--- config.mk ---
export PLATFORM = sky130hd
export DESIGN_NAME = if_fetch
export DESIGN_NICKNAME = d
export VERILOG_FILES = /design/src/rtl/if_fetch_pkg.sv /design/src/rtl/if_fetch.sv
export SDC_FILE = /design/constraint.sdc
export NUM_CORES = 1
export LEC_CHECK = 0
export ABC_CLOCK_PERIOD_IN_PS = 1900
export CORE_MARGIN = 3
export CORE_UTILIZATION = 42
export DETAILED_ROUTE_END_ITERATION = 12
export PLACE_DENSITY = 0.78
export SLEW_MARGIN = 5
export SYNTH_ARGS = -nofsm -noshare
export SYNTH_HDL_FRONTEND = slang
export SYNTH_SLANG_ARGS = --single-unit
--- constraint.sdc ---
create_clock -name clk -period 1.9 [get_ports clk]
set_clock_uncertainty 0.15 [all_clocks]
set_input_delay 0.38 -clock clk [delete_from_list [all_inputs] [get_ports clk]]
set_output_delay 0.38 -clock clk [all_outputs]
set_load 0.005 [all_outputs]
--- src/rtl/if_fetch_pkg.sv ---
// Shared CPU definitions for the fetch stage: reset PC, the nop word,
// the fetch FSM encoding and a debug view of the fetch state.
package if_fetch_pkg;

    // Address of the first instruction fetched after reset.
    localparam logic [31:0] RESET_PC_DEFAULT = 32'h0000_3000;

    // Word presented to decode when no instruction is held (bubble).
    localparam logic [31:0] NOP_WORD = 32'h0000_0000;

    // Byte increment between sequential instructions.
    localparam logic [31:0] PC_STEP = 32'd4;

    // Fetch FSM encoding.
    //   FS_REQ  : request on the memory port, address = PC
    //   FS_WAIT : request accepted, read data still pending
    //   FS_HOLD : instruction buffered and presented to decode
    typedef enum logic [1:0] {
        FS_REQ  = 2'd0,
        FS_WAIT = 2'd1,
        FS_HOLD = 2'd2
    } fetch_state_e;

    // Internal state exposed for checkers and debug.
    typedef struct packed {
        fetch_state_e state;
        logic         redir_pend;
        logic [31:0]  redir_addr;
    } fetch_dbg_t;

    // Every control-transfer target is forced onto a word boundary.
    function automatic logic [31:0] word_align(input logic [31:0] addr);
        return addr & ~32'h0000_0003;
    endfunction

endpackage

--- src/rtl/if_fetch.sv ---
// Instruction fetch stage: one-outstanding-request memory port, a single
// instruction buffer feeding the F_D register, and a one-deep redirect
// latch that implements the branch delay slot.
//
// Memory handshake: a request transfers on a rising edge where
// imem_req=1 and imem_ready=1. Read data transfers on any rising edge
// where imem_rvalid=1 while a request is in flight; it may arrive in the
// same cycle the request is accepted. imem_rvalid is ignored at all other
// times. imem_req is never raised while a request is outstanding.
module if_fetch
    import if_fetch_pkg::*;
#(
    parameter logic [31:0] RESET_PC = RESET_PC_DEFAULT
) (
    input  logic        clk,
    input  logic        rst,
    input  logic        stall,
    input  logic        npc_sel,
    input  logic [31:0] npc_target,
    output logic        imem_req,
    output logic [31:0] imem_addr,
    input  logic        imem_ready,
    input  logic        imem_rvalid,
    input  logic [31:0] imem_rdata,
    output logic [31:0] PC_F,
    output logic [31:0] INSTR_F,
    output logic        fetch_busy,
    output fetch_dbg_t  dbg
);

    fetch_state_e state_q, state_d;
    logic [31:0]  pc_q, pc_d;
    logic [31:0]  buf_q, buf_d;
    logic         redir_pend_q, redir_pend_d;
    logic [31:0]  redir_addr_q, redir_addr_d;
    logic         imem_req_q, imem_req_d;
    logic [31:0]  instr_f_q, instr_f_d;
    logic         fetch_busy_q, fetch_busy_d;

    logic         consume;
    logic         redir_take;
    logic [31:0]  next_pc;

    // Next PC: a redirect on the consume edge wins, then a parked redirect,
    // otherwise sequential (wraps naturally at 2^32).
    always_comb begin
        consume    = (state_q == FS_HOLD) && !stall;
        redir_take = npc_sel && !stall;
        if (redir_take) begin
            next_pc = word_align(npc_target);
        end else if (redir_pend_q) begin
            next_pc = redir_addr_q;
        end else begin
            next_pc = pc_q + PC_STEP;
        end
    end

    // FSM, PC, buffer and redirect latch next-state logic.
    always_comb begin
        state_d      = state_q;
        pc_d         = pc_q;
        buf_d        = buf_q;
        redir_pend_d = redir_pend_q;
        redir_addr_d = redir_addr_q;

        case (state_q)
            FS_REQ: begin
                if (imem_ready) begin
                    if (imem_rvalid) begin
                        // Zero-latency memory answers in the accept cycle.
                        buf_d   = imem_rdata;
                        state_d = FS_HOLD;
                    end else begin
                        state_d = FS_WAIT;
                    end
                end
            end
            FS_WAIT: begin
                if (imem_rvalid) begin
                    buf_d   = imem_rdata;
                    state_d = FS_HOLD;
                end
            end
            FS_HOLD: begin
                // Stall freezes PC, buffer and state together.
                if (!stall) begin
                    pc_d    = next_pc;
                    state_d = FS_REQ;
                end
            end
            default: begin
                state_d = FS_REQ;
            end
        endcase

        // The instruction in F is the delay slot: a redirect that does not
        // coincide with its consumption is parked until it is consumed.
        if (consume) begin
            redir_pend_d = 1'b0;
        end else if (redir_take) begin
            redir_pend_d = 1'b1;
            redir_addr_d = word_align(npc_target);
        end
    end

    // Registered outputs follow the state being entered.
    always_comb begin
        imem_req_d   = (state_d == FS_REQ);
        instr_f_d    = (state_d == FS_HOLD) ? buf_d : NOP_WORD;
        fetch_busy_d = (state_d != FS_HOLD);
    end

    // All fetch state and registered outputs; async active-low reset.
    always_ff @(posedge clk or negedge rst) begin
        if (!rst) begin
            state_q      <= FS_REQ;
            pc_q         <= RESET_PC;
            buf_q        <= NOP_WORD;
            redir_pend_q <= 1'b0;
            redir_addr_q <= 32'h0000_0000;
            imem_req_q   <= 1'b1;
            instr_f_q    <= NOP_WORD;
            fetch_busy_q <= 1'b1;
        end else begin
            state_q      <= state_d;
            pc_q         <= pc_d;
            buf_q        <= buf_d;
            redir_pend_q <= redir_pend_d;
            redir_addr_q <= redir_addr_d;
            imem_req_q   <= imem_req_d;
            instr_f_q    <= instr_f_d;
            fetch_busy_q <= fetch_busy_d;
        end
    end

    assign imem_req   = imem_req_q;
    assign imem_addr  = pc_q;
    assign PC_F       = pc_q;
    assign INSTR_F    = instr_f_q;
    assign fetch_busy = fetch_busy_q;

    assign dbg.state      = state_q;
    assign dbg.redir_pend = redir_pend_q;
    assign dbg.redir_addr = redir_addr_q;

endmodule
==> flow_summary_export.csv, run 1 <==
group,metric,value,unit
global_routing,grt_pass1_wl,29900,µm
outcome,status,"finished with violations",
job,cap_violations,0,
cts,numClockSinks,129,
detailed_routing,drt_iter0_drc,480,
critical_path,rr_worst_depth,6,
critical_path,startpoint,"PC_F[2]",
detailed_routing,routed_wl,19500,µm
critical_path,endpoint_kind,"primary output",
cts,clockBufferDepth,2,
power_and_ir_drop,p_leak,4.43,nW
placed_design,portBuffers,194,
detailed_routing,via_count,5547,
critical_path,path_class,"reg -> out",
timing,maxSlewViolCount,0,
power_and_ir_drop,power.density,1350,nW/µm²
detailed_routing,route.detailed.drc,0,
global_routing,antenna_found_initial,0,
logic_synthesis,syn-instance-count,535,
placed_design,dp_hpwl,13400,µm
logic_synthesis,synth_cell_types,56,
floorplanning,core,13900,µm²
timing,finalSetupViolCount,6,
critical_path,cp.arrival,1.44,ns
finish,drive_gt1_share,33.9,%
logic_synthesis,ys.flop_type,"dfrtp_1",
critical_path,rr_startpoint,"PC_F[2]",
placed_design,placedCellCount,934,
logic_synthesis,synth_area,6010,µm²
cts,cts.clk_slew.worst_paths,0.06,ns
floorplanning,rows,43,
timing,rsz0062_at_grt,"true",
worst_hold_path,holdCritPathClass,"in -> async",
finish,fin_util,71.1,%
cts,root_buffer,"clkbuf_16",
logic_synthesis,syn-mean-instance-area,11.2,µm²
power_and_ir_drop,power.total,13.3,mW
detailed_routing,drtAntennaViolNets,0,
finish,area_delta_synth_final,64.9,%
cts,cts_tree,"built",
floorplanning,num_io_pins,203,
critical_path,r2r-end,"PC_F[24]",
critical_path,reg2reg_slack,-0.06,ns
cts,h-tree-depth,4,
cts,cts_buffers,17,
global_routing,overflow,0,
critical_path,crit_path_max_fanout,3,
detailed_routing,vias_per_cell,5.46,
global_routing,track_usage,23.9,%
finish,final_area,9900,µm²
global_routing,grt_max_degree,56,
power_and_ir_drop,ir_worst_vdd,0.000755,V
timing,fin_crit_sh,104,%
finish,num-nets-final,894,
critical_path,start_kind,"register",
detailed_routing,wl_per_cell,19.2,µm
logic_synthesis,synth-edff-count,0,
logic_synthesis,yosys_register_bits,129,
floorplanning,initial_core_util,43.1,%
timing,hold_viol,0,
timing,min_period,1.97,ns
placed_design,globalplace.congestion,0.871,
critical_path,cp.required,1.37,ns
detailed_routing,dr.pass1.iters,6,
placed_design,pre_cts_ws,-0.419,ns
cts,worstSkewPairLatency,0.42,ns
logic_synthesis,synth_seq_area_share,53.8,%
outcome,violations,"negative setup slack",
logic_synthesis,async_reset_ff_share,100,%
floorplanning,die_h,126,µm
placed_design,place_area,8540,µm²
floorplanning,die_w,126,µm
finish,n_antenna_cell,0,
finish,fin_cells,1016,
floorplanning,die_area,15800,µm²
timing,fmax,508,MHz
logic_synthesis,yosys_warnings,0,
global_routing,grt_pass1_vias,5845,
timing,setup_ws,-0.0670,ns
==> stage by stage <==
stage	hold slack, ns	TNS [ns]
2_1_floorplan	-0.0656	-0.0347
6_report	0.299	-0.229
3_3_place_gp	0.153	-25.26
4_1_cts	0.295	-0.184
3_5_place_dp	0.158	-28.56
5_1_grt	0.310	-0.830
==> metal layers <==
layer	track usage, %	routed length [µm]	vias up	part of all wire [%]
li1	-	-	2475	-
met1	27.1	7290	2714	37
met2	40.3	9640	306	49
met3	9.18	1970	52	10
met4	10.1	573	0	2.9
met5	0	0	-	0
==> state kept, by name (all words and copies together) (netlist names) <==
name	flops
PC_F	30
INSTR_F	32
state_q	2
buf_q	32
redir_addr_q	30
redir_pend_q	1
imem_req	1
fetch_busy	1
==> cells in the mapped netlist, types with 5 or more instances <==
cell type	n	share of area, %
nand3_1	14	1.2
nand2b_1	5	0.52
a31oi_1	6	0.63
inv_1	7	0.44
mux2_2	64	12
clkbuf_1	18	1.1
and3_1	7	0.73
o31ai_1	5	0.63
a21oi_1	26	2.2
nor2_1	23	1.4
and2_1	35	3.6
or3_1	5	0.52
a22o_1	5	0.73
nor3_1	6	0.50
buf_4	38	4.7
o22ai_1	12	1.2
o21ai_0	26	2.2
dfrtp_1	125	52
buf_2	5	0.42
a22oi_1	5	0.63
nand2_1	26	1.6
nand4_1	10	1.0
==> repair_timing <==
item	in CTS	in global routing
buffers inserted	35	12
pin swaps	3	20
gates resized for setup	90	79
hold endpoints to repair	30	0
gates cloned	0	3
endpoints found under the setup margin	81	63
hold buffers	1	0
==> power by group <==
part	switching [mW]	total (mW)	internal, mW
combinational	2.38	5.83	3.45
sequential	0.516	4.14	3.62
clock	1.23	3.36	2.13
==> layout by cell type (no fill, tap or decap), types with 10 or more instances in the layout <==
cell type and count:
clkdlybuf4s50_1 133, dfrtp_1 122, buf_4 99, dlygate4sd2_1 54
mux2_2 46, and2_1 32, nand2_1 25, buf_6 25
a21oi_1 23, o21ai_0 20, nor2_1 19, clkbuf_16 19
mux2_4 18, nand3_1 11, o22ai_1 11, nand4_1 10
==> how the worst max path moves through the flow <==
stage,cells past startpoint,end,slack (ns)
after global placement,5,PC_F[29],-0.35
after global routing,7,PC_F[26],-0.16
after detailed placement,4,PC_F[30],-0.42
after CTS,2,imem_addr[2],-0.07
after floorplan,6,PC_F[26],-0.02
final,2,imem_addr[2],-0.07
==> kinds of logic (layout without fill, tap and decap cells) <==
family,Yosys count,in the layout,synth area share [%]
AOI/OAI and AO/OA,116,116,12.6
xor gates and xnor gates,3,3,0.438
adders and majority gates,1,1,0.208
buffers and inverters,72,368,7.12
DFF,129,129,53.8
muxes,66,66,12.3
other,1,6,0.0624
and+or+nand+nor,147,147,13.4
==> worst max-delay path: stages (launching register included) <==
cell and delay, ns:
dfrtp_1 0.40, buf_4 0.14, clkdlybuf4s50_1 0.49
==> area by class of cell <==
type	count	area [µm²]
multi-input combinational	339	2670
sequential	129	3240
fill	953	4030
timing repair buffer	329	3130
inverter	7	26.3
clock inverter	13	159
clock buffer	19	453
tap	180	225
Note: power is estimated with default switching activity, not from simulation.
==> inputs of run 2 (changes only) <==
==> constraint.sdc (replaced) <==
create_clock -name clk -period 1.9 [get_ports clk]
set_clock_uncertainty 0.15 [all_clocks]
set_input_delay 0.19 -clock clk [delete_from_list [all_inputs] [get_ports clk]]
set_output_delay 0.19 -clock clk [all_outputs]
set_load 0.005 [all_outputs]
==> run 2 against run 1 <==
The run still ends with negative setup slack left. Power shrank 3.5%. Clock-buffer cell count shrank 2. Cell area fell by 5.8%. Hold slack lost 0.17 ns. Final cell count shrank 4.2%. First-iteration DRC count is 29% higher. Critical path depth increased by 4. Utilization fell by 4.1 points. Worst setup slack better by 0.014 ns. Sequential share of layout area grew 2.0 points. Register-to-register slack is essentially flat. Clock power grew 4%. Highest routed layer unchanged.
==> flow_summary_export.csv, run 2 (synthesis results as in run 1) <==
group,metric,value,unit
finish,num-nets-final,851,
timing,rsz0062_at_grt,"true",
timing,max_slew_margin,65.7,%
placed_design,portBuffers,194,
floorplanning,initial_core_util,43.1,%
finish,area_delta_synth_final,55.3,%
detailed_routing,wl_met3,2080,µm
critical_path,crit_path_max_fanout,3,
timing,worstMarginPinSlew,0.513,ns
cts,cts_buffers,17,
placed_design,placedCellCount,932,
critical_path,path_cells,"ha_2 > and3_4 > nand4_1 > or3_4 > o31a_1 > o22ai_1",
timing,maxSlewViolCount,0,
detailed_routing,wl_met2,8990,µm
timing,fin_crit_sh,103,%
placed_design,globalplace.congestion,0.889,
detailed_routing,route.detailed.drc,0,
power_and_ir_drop,ir_worst_vdd,0.000921,V
floorplanning,rows,43,
detailed_routing,via_count,5385,
cts,root_buffer,"clkbuf_16",
global_routing,grt_max_degree,47,
global_routing,overflow,0,
critical_path,reg2reg_slack,-0.05,ns
placed_design,dp_hpwl,13200,µm
placed_design,place_area,8500,µm²
critical_path,path_class,"reg -> reg",
critical_path,cp.arrival,2.14,ns
critical_path,rr_worst_depth,6,
detailed_routing,routed_wl,18300,µm
finish,fin_util,66.9,%
detailed_routing,wl_per_cell,18.9,µm
cts,cts_tree,"built",
critical_path,endpoint_kind,"register",
outcome,violations,"negative setup slack",
critical_path,r2r-end,"PC_F[24]",
global_routing,grt_pass1_wl,28400,µm
timing,finalSetupViolCount,3,
detailed_routing,wl_met1,6800,µm
power_and_ir_drop,p_leak,3.97,nW
finish,final_area,9330,µm²
critical_path,rr_startpoint,"PC_F[3]",
cts,h-tree-depth,4,
detailed_routing,drtAntennaViolNets,0,
finish,n_antenna_cell,0,
critical_path,critPathSlowestCell,"or3_4",
finish,fin_cells,973,
timing,hold_viol,0,
outcome,status,"finished with violations",
detailed_routing,drt_iter0_drc,621,
critical_path,max_stage_delay,0.39,ns
finish,drive_gt1_share,27.6,%
power_and_ir_drop,power.density,1380,nW/µm²
critical_path,cp.required,2.08,ns
floorplanning,core,13900,µm²
cts,cts.clk_slew.worst_paths,0.06,ns
critical_path,start_kind,"register",
cts,numClockSinks,129,
finish,final_common_cell,"clkdlybuf4s50_1",
timing,fmax,512,MHz
cts,clockBufferDepth,2,
detailed_routing,routed.top_layer,"met4",
worst_hold_path,holdCritPathClass,"in -> async",
floorplanning,die_area,15800,µm²
floorplanning,die_h,126,µm
detailed_routing,dr.pass1.iters,6,
timing,setup_ws,-0.0534,ns
timing,min_period,1.95,ns
cts,worstSkewPairLatency,0.41,ns
global_routing,track_usage,22.7,%
global_routing,antenna_found_initial,0,
floorplanning,die_w,126,µm
job,cap_violations,0,
global_routing,grt_pass1_vias,5490,
detailed_routing,vias_per_cell,5.53,
finish,layout_common_cells,"186 x clkdlybuf4s50_1, 122 x dfrtp_1, 83 x buf_4",
floorplanning,num_io_pins,203,
-- run 2: worst max-delay path by stage --
stage	start	to	slack [ns]	depth (start not counted)
global placement	npc_sel	PC_F[28]	-0.16	7
global route	PC_F[15]	PC_F[30]	-0.16	6
finish	PC_F[3]	PC_F[24]	-0.05	6
detailed placement	stall	PC_F[6]	-0.22	7
CTS	PC_F[3]	PC_F[24]	-0.009	6
floorplan	PC_F[2]	PC_F[26]	-0.02	6
-- run 2: layout make-up --
cell class                      instances  area [µm²]
Timing Repair Buffer                  286        2740
Fill cell                            1006        4610
Clock buffer                           17         425
Clock inverter                         15         208
Multi-Input combinational cell        339        2470
Tap cell                              180         225
Inverter                                7        26.3
Sequential cell                       129        3240
-- run 2: report_power, final --
group	total [mW]	internal (mW)	switching, mW	leakage, nW
sequential	4.14	3.62	0.529	1.56
combinational	5.22	3.13	2.09	2.11
clock	3.49	2.21	1.28	0.302
total	12.9	8.96	3.89	3.97
-- run 2: per-stage QoR --
step	power (mW)	setup slack, ns	hold WS, ns	setup TNS, ns
after floorplan	6.28	-0.0206	-0.256	-0.0347
after global placement	9.04	-0.161	-0.000458	-6.93
after detailed placement	9.23	-0.220	0.00129	-10.20
after CTS	12.8	-0.00886	0.137	-0.0138
after global routing	13.5	-0.158	0.156	-0.478
final	12.9	-0.0534	0.125	-0.119
-- run 2: worst max-delay path: cells and delay by family, from the launching register on --
family          cells  cell delay (ns)
compound gates      2             0.38
fa+ha+maj           1             0.19
flops               1             0.37
simple gates        3             0.77
-- run 2: repair_timing --
action	CTS	global route
cloned	0	2
gates resized for setup	14	22
pin swaps	1	4
hold endpoints to repair	127	0
buffers inserted	1	5
setup endpoints to repair	17	40
hold buffers	1	0
-- run 2: layer usage --
| layer | global-route usage [%] | vias up |
|---|---|---|
| li1 | - | 2390 |
| met1 | 27.2 | 2640 |
| met2 | 37.0 | 311 |
| met3 | 9.14 | 44 |
| met4 | 8.23 | 0 |
| met5 | 0 | - |
